**config.mk**
```make
export PLATFORM = sky130hd
export DESIGN_NAME = rand_delay_slot_flat
export DESIGN_NICKNAME = d
export VERILOG_FILES = /design/src/rtl/rand_delay_pkg.sv /design/src/rtl/rand_delay_slot_if.sv /design/src/rtl/rand_delay_counter.sv /design/src/rtl/rand_delay_slot.sv /design/src/flat_wrapper.sv
export SDC_FILE = /design/constraint.sdc
export NUM_CORES = 1
export LEC_CHECK = 0
export ABC_AREA = 0
export BUFFER_PORTS_ARGS = -buffer_cell sky130_fd_sc_hd__buf_2
export CORE_MARGIN = 1
export CORE_UTILIZATION = 34
export DETAILED_ROUTE_END_ITERATION = 6
export HOLD_SLACK_MARGIN = 0.02
export PLACE_DENSITY = 0.63
export REMOVE_ABC_BUFFERS = 1
export SYNTH_ARGS = -nofsm -noshare
export SYNTH_HDL_FRONTEND = slang
export SYNTH_SLANG_ARGS = --single-unit
```
**constraint.sdc**
```tcl
create_clock -name clock -period 3.6 [get_ports clock]
set_clock_uncertainty 0.2 [all_clocks]
set_input_delay 0.54 -clock clock [delete_from_list [all_inputs] [get_ports clock]]
set_output_delay 0.54 -clock clock [all_outputs]
set_load 0.05 [all_outputs]
```
**src/rtl/rand_delay_pkg.sv**
```systemverilog
// Shared types and defaults for the random-latency holding slot.
package rand_delay_pkg;

  typedef enum logic [1:0] {
    IDLE = 2'd0,
    WAIT = 2'd1,
    SEND = 2'd2
  } state_e;

  localparam int DATA_W_DEF  = 32;
  localparam int DELAY_W_DEF = 4;
  localparam int LFSR_W_DEF  = 16;

  // Stall statistics counter (only built with RAND_DELAY_STAT_EN)
  localparam int                STAT_W   = 32;
  localparam logic [STAT_W-1:0] STAT_MAX = {STAT_W{1'b1}};

endpackage

```
**src/rtl/rand_delay_slot_if.sv**
```systemverilog
// Upstream/downstream valid-ready bus of the random-latency slot.
// slave: the slot itself; master: whatever drives and drains it.
interface rand_delay_slot_if #(
  parameter int DATA_W = 32
) ();
  logic              in_valid;
  logic              in_ready;
  logic [DATA_W-1:0] in_data;
  logic              out_valid;
  logic              out_ready;
  logic [DATA_W-1:0] out_data;

  modport slave (
    input  in_valid, in_data, out_ready,
    output in_ready, out_valid, out_data
  );

  modport master (
    output in_valid, in_data, out_ready,
    input  in_ready, out_valid, out_data
  );
endinterface

```
**src/rtl/rand_delay_counter.sv**
```systemverilog
// Load/decrement delay counter. Decrement saturates at zero so the
// counter can never wrap; o_last flags the final wait cycle (cnt==1).
module rand_delay_counter #(
  parameter int W = 4
) (
  input  logic         clock,
  input  logic         reset,
  input  logic         i_load,
  input  logic         i_dec,
  input  logic [W-1:0] i_d,
  output logic [W-1:0] o_cnt,
  output logic         o_last
);
  logic [W-1:0] r_cnt;

  // Load wins over decrement; decrement stops at zero.
  always_ff @(posedge clock or negedge reset) begin
    if (!reset)                        r_cnt <= '0;
    else if (i_load)                   r_cnt <= i_d;
    else if (i_dec && (r_cnt != '0))   r_cnt <= r_cnt - 1'b1;
  end

  assign o_cnt  = r_cnt;
  assign o_last = (r_cnt == W'(1));
endmodule

```
**src/rtl/rand_delay_slot.sv**
```systemverilog
// Single-entry valid/ready slot that holds each accepted transaction for
// a pseudorandom number of cycles (low DELAY_W bits of the LFSR state at
// acceptance) before presenting it downstream. Used to inject random
// latency on response paths for stress testing.
// Optional build macro: RAND_DELAY_STAT_EN adds the stall_cycles counter.
module rand_delay_slot
  import rand_delay_pkg::*;
#(
  parameter int DATA_W  = DATA_W_DEF,
  parameter int DELAY_W = DELAY_W_DEF,
  parameter int LFSR_W  = LFSR_W_DEF
) (
  input  logic              clock,
  input  logic              reset,
  input  logic [LFSR_W-1:0] lfsr_in,
`ifdef RAND_DELAY_STAT_EN
  output logic [STAT_W-1:0] stall_cycles,
`endif
  rand_delay_slot_if.slave  bus
);
  state_e              r_state;
  state_e              w_state_nx;
  logic [DATA_W-1:0]   r_data_q;
  logic [DELAY_W-1:0]  w_d;
  logic [DELAY_W-1:0]  w_cnt;
  logic                w_last;
  logic                w_load;
  logic                w_dec;
  logic                w_capture;
  logic                w_unused_lfsr;

  // Only the low DELAY_W bits of the LFSR state matter here.
  assign w_d           = lfsr_in[DELAY_W-1:0];
  assign w_unused_lfsr = ^lfsr_in;

  rand_delay_counter #(.W(DELAY_W)) u_cnt (
    .clock  (clock),
    .reset  (reset),
    .i_load (w_load),
    .i_dec  (w_dec),
    .i_d    (w_d),
    .o_cnt  (w_cnt),
    .o_last (w_last)
  );

  // State register.
  always_ff @(posedge clock or negedge reset) begin
    if (!reset) r_state <= IDLE;
    else        r_state <= w_state_nx;
  end

  // Next-state and counter/capture controls.
  always_comb begin
    w_state_nx = r_state;
    w_load     = 1'b0;
    w_dec      = 1'b0;
    w_capture  = 1'b0;
    case (r_state)
      IDLE: begin
        if (bus.in_valid) begin
          w_capture = 1'b1;
          if (w_d == '0) begin
            w_state_nx = SEND;
          end else begin
            w_load     = 1'b1;
            w_state_nx = WAIT;
          end
        end
      end
      WAIT: begin
        w_dec = 1'b1;
        // cnt==0 cannot occur in WAIT; treat it as done rather than hang.
        if (w_last || (w_cnt == '0)) w_state_nx = SEND;
      end
      SEND: begin
        if (bus.out_ready) w_state_nx = IDLE;
      end
      default: w_state_nx = IDLE;
    endcase
  end

  // Payload register: captured only at acceptance, held otherwise.
  always_ff @(posedge clock or negedge reset) begin
    if (!reset)         r_data_q <= '0;
    else if (w_capture) r_data_q <= bus.in_data;
  end

  // Outputs decode from registered state only.
  assign bus.in_ready  = (r_state == IDLE);
  assign bus.out_valid = (r_state == SEND);
  assign bus.out_data  = r_data_q;

`ifdef RAND_DELAY_STAT_EN
  logic [STAT_W-1:0] r_stall;

  // Count cycles spent waiting or backpressured, saturating.
  always_ff @(posedge clock or negedge reset) begin
    if (!reset) begin
      r_stall <= '0;
    end else if (((r_state == WAIT) || ((r_state == SEND) && !bus.out_ready))
                 && (r_stall != STAT_MAX)) begin
      r_stall <= r_stall + 1'b1;
    end
  end

  assign stall_cycles = r_stall;
`endif

endmodule

```
**src/flat_wrapper.sv**
```systemverilog
// flat-port wrapper written by rule: the top's interface ports become plain ports
module rand_delay_slot_flat import rand_delay_pkg::*;
#(
  parameter int DATA_W  = DATA_W_DEF,
  parameter int DELAY_W = DELAY_W_DEF,
  parameter int LFSR_W  = LFSR_W_DEF
)
  (clock, reset, lfsr_in, bus_in_valid, bus_in_data, bus_out_ready, bus_in_ready, bus_out_valid, bus_out_data);
  rand_delay_slot_if #(.DATA_W(DATA_W)) bus_i ();
  input  logic clock;
  input  logic reset;
  input  logic [LFSR_W-1:0] lfsr_in;
  input wire logic [$bits(bus_i.in_valid)-1:0] bus_in_valid;
  input wire logic [$bits(bus_i.in_data)-1:0] bus_in_data;
  input wire logic [$bits(bus_i.out_ready)-1:0] bus_out_ready;
  output wire logic [$bits(bus_i.in_ready)-1:0] bus_in_ready;
  output wire logic [$bits(bus_i.out_valid)-1:0] bus_out_valid;
  output wire logic [$bits(bus_i.out_data)-1:0] bus_out_data;
  assign bus_i.in_valid = bus_in_valid;
  assign bus_i.in_data = bus_in_data;
  assign bus_i.out_ready = bus_out_ready;
  assign bus_in_ready = bus_i.in_ready;
  assign bus_out_valid = bus_i.out_valid;
  assign bus_out_data = bus_i.out_data;
  rand_delay_slot #(.DATA_W(DATA_W), .DELAY_W(DELAY_W), .LFSR_W(LFSR_W)) u_core (.clock(clock), .reset(reset), .lfsr_in(lfsr_in), .bus(bus_i));
endmodule
```
After elaboration in Yosys (flattened, before gate mapping)
Index checks and enable logic that the tools add are counted.
{"block": "word_totals", "register_bits": 38, "latch_bits": 0, "mem_bits_rw": 0, "rom_bits": 0, "input_bits": 52, "output_inout_bits": 34, "word_cells": 31, "memories": 0}
{"block": "classes", "addsub": 1, "n_mul": 0, "div_mod_pow": 0, "magnitude_cmp": 0, "n_eq_ne": 6, "shift": 0, "mux": 13, "bitwise": 0, "reduce_logical": 8}
{"operator": "zero test 4 bit", "count": 2}
{"operator": "two-way mux 2 bit", "count": 4}
{"operator": "two-way mux 4 bit", "count": 2}
{"operator": "two-way mux 1 bit", "count": 6}
{"operator": "case mux 2 bit (3 select lines)", "count": 1}
{"operator": "== test 4 x 1 -> 1 bit (second input constant)", "count": 1}
{"operator": "inequality test 2 bit (second input constant)", "count": 2}
{"operator": "nonzero test 4 bit", "count": 1}
{"operator": "subtractor 4 x 1 -> 4 bit (second input constant)", "count": 1}
{"operator": "AND reduction 3 bit", "count": 1}
{"operator": "== test 2 x 1 -> 1 bit (second input constant)", "count": 1}
{"operator": "== test 2 bit (second input constant)", "count": 1}
{"operator": "zero test 2 bit", "count": 1}
{"operator": "inequality test 2 x 1 -> 1 bit (second input constant)", "count": 1}
{"operator": "nonzero test 2 bit", "count": 1}
{"operator": "logical AND 1 bit", "count": 1}
{"operator": "logical OR 1 bit", "count": 1}

Longest topological paths before layout
{"block": "logic_depth", "ltp_word": 5, "depth_mapped": 5, "depth_no_buf": 5}

Cells and area by module
A second synthesis with hierarchy kept.
{"block": "unflattened", "hier_cells": 113, "area_unflattened_um2": 1762.9}
{"module": "rand_delay_slot", "n_inst": 1, "cells_each": 84, "area_per_inst_um2": 1480.2, "seq_area_each_um2": 850.8}
{"module": "rand_delay_counter", "n_inst": 1, "cells_each": 29, "area_per_inst_um2": 282.8, "seq_area_each_um2": 100.1}

Worst setup path after synthesis
OpenSTA, ideal clock, no wires.
{"block": "synth_path", "kind": "register to output", "from": "register u_core.r_state[0]", "to": "output port bus_out_valid", "arrival_time_ns": 1.133, "required_ns": 2.860, "setup_slack_ns": 1.727, "stages_incl_launch_ff": 2, "path_buffers": 0, "cell_sequence": "dfrtp_1 > nor2b_1"}
{"block": "synth_via", "elab_chain_len": 1}
{"element": "from (decl)", "line_no": "rand_delay_slot.sv:21", "text": "state_e r_state;"}
{"element": "from (signal assigned)", "line_no": "rand_delay_slot.sv:49", "text": "else r_state <= w_state_nx;"}
{"element": "== test 2 bit", "line_no": "rand_delay_slot.sv:90", "text": "assign bus.out_valid = (r_state == SEND);"}
{"element": "to (decl)", "line_no": "flat_wrapper.sv:17", "text": "output wire logic [$bits(bus_i.out_valid)-1:0] bus_out_valid;"}
Every way passes these cells.

Final worst setup path
{"block": "layout_path", "from": "register u_core.r_state[1]", "to": "output port bus_out_valid"}
The elaborated chain is that of the path after synthesis.

==> flow_summary.ini <==
[outcome]
run_status = finished clean

[global_route]
grt_pass1_vias = 1236
gr-usage-all-layers_pct = 14.2
grt-busiest-layer = met2
antenna_found_initial = 0
use_met3_pct = 6.06
globalRouteMet2Util_pct = 24.3
use_met1_pct = 15.7
grt_pass1_wl_um = 5410
overflow = 0
grt_max_degree = 39

[place]
gp_congestion = 0.683
dp_hpwl_um = 2390
numPortBuffers = 73
dp_slack_ns = 1.66

[sta]
tightest_slew_ns = 0.825
min_period_ns = 1.88
max_slew_margin_pct = 45.0
rsz0062_at_grt = no
max_freq_ghz = 0.531
finalHoldViolCount = 0
slew_viol_final = 0
setup-violations-final = 0
layout_setup_ws_ns = 1.72
finalCritPeriodShare_pct = 52.3

[detailed_routing]
vias = 1158
ant_nets = 0
drt_iter0_drc = 70
avgViaCountPerCell = 4.97
wirelength_um = 3180
wl_per_cell_um = 13.7
firstDrtPassIters = 4
drc = 0

[yosys]
yosysWarnings = 0
netlist_area_um2 = 1590
synth_seq_area_share_pct = 59.7
synth_cells = 105
syn_avg_cell_area_um2 = 15.2
synth_seq_cells = 38
synth_cell_types = 26

[cells_and_area]
layout_common_cells = buf_2, dfrtp_1, mux2_2
n_fill_cell = 404
num_antenna_cells = 0
nets = 236
drive_above_1_share_pct = 65.7
area_growth_pct = 31.0
final_common_cell = buf_2

[setup_path]
start_kind = flip-flop
cp.required_ns = 2.86
worstPathMaxFanout = 7
timing_worst_setup_path_type = reg -> out
crit_path_end_kind = primary output
cp.arrival_ns = 1.14

[floorplanning]
start_util_pct = 36.1
coreArea_um2 = 4410
rows = 24
dieArea_um2 = 4960
fp.dieH_um = 70.4
io_pins = 86
die_x_um = 70.4

[clock_network]
numCtsBuffers = 5
cts_repair_resize_count = 0
cts_buffer_depth = 2
worst_skew_pair.late_latency_ns = 0.28
cts_root_buf = clkbuf_8
path_clk_slew_ns = 0.07
cts_tree = done
h-tree-depth = 2
cts.sinks = 38
cts_setup_buffers = 0
hold_buffers = 0

[hold_path]
min_path_type = in -> async

[flow_run]
drv_cap = 0
-- sequential cells by signal (all words and copies together) (netlist names) --
signal and cells:
u_core.bus.out_data 32, u_core.u_cnt.o_cnt 4, u_core.r_state 2
-- worst max-delay path, cell delays in order (launching register included) --
cell and delay [ns]:
dfrtp_1 0.45, nor2b_1 0.15, buf_2 0.26
-- final timing paths --
| path | startpoint | endpoint | slack (ns) | cells after the start |
|---|---|---|---|---|
| min | reset | u_core.bus.out_data[22] | 0.16 | 1 |
| min reg2reg | u_core.bus.out_data[10] | u_core.bus.out_data[10] | 0.30 | 1 |
| max reg2reg | u_core.u_cnt.o_cnt[0] | u_core.u_cnt.o_cnt[2] | 1.79 | 5 |
| min in group clock | bus_in_data[10] | u_core.bus.out_data[10] | 0.29 | 2 |
| max in group asynchronous | reset | u_core.bus.out_data[25] | 2.52 | 1 |
| max | u_core.r_state[1] | bus_out_valid | 1.72 | 2 |
-- cell families after synthesis --
logic type | Yosys count | share of synthesized area, %
mux | 32 | 22.6
compound gates | 11 | 6.44
simple gates | 14 | 6.21
flops | 38 | 59.7
buf+inv | 7 | 2.91
fa+ha+maj | 2 | 1.57
xor+xnor | 1 | 0.550
-- cells in the mapped netlist, drive strengths merged --
master	count	area, um^2
nand3b	1	7.51
ha	2	25.0
a211oi	1	12.5
o31a	1	8.76
nor2b	1	6.26
a221o	4	41.3
inv	2	7.51
a2bb2oi	1	15.0
nor3b	3	27.5
mux2	32	360
nor4b	1	8.76
or2b	1	7.51
buf	5	38.8
o21ai	1	5.00
nor2	2	7.51
o31ai	2	15.0
dfrtp	38	951
nor3	3	15.0
or4	2	18.8
a21oi	1	5.00
xnor2	1	8.76
-- cell type report --
cell class / count / area, um^2 / share of cell area [%]
Sequential cell: 38 / 951 / 45.6
Tap cell: 52 / 65.1 / 3.12
Clock buffer: 6 / 82.6 / 3.96
Multi-Input combinational cell: 60 / 601 / 28.8
Inverter: 2 / 7.51 / 0.360
Timing Repair Buffer: 75 / 380 / 18.2
-- layer usage --
| layer | share of wire, % | vias up |
|---|---|---|
| met5 | 0 | - |
| met4 | 1.4 | 0 |
| met3 | 8.8 | 5 |
| met2 | 50 | 57 |
| met1 | 40 | 560 |
| li1 | - | 536 |
-- stage by stage --
step           instance area [um^2]  utilization, %  TNS, ns  hold WS [ns]  instances
6_report                       2090            47.3        0         0.159        233
3_5_place_dp                   2000            45.4        0         0.291        227
2_1_floorplan                  1550               -   -14.29        0.0444        100
3_3_place_gp                   2000            45.4        0         0.284        227
5_1_grt                        2090            47.3        0         0.236        233
4_1_cts                        2090            47.3        0         0.182        233
Power is left out: the tool's default activity adds up to more than one toggle a clock period on the data nets, which glitch-free logic cannot reach.
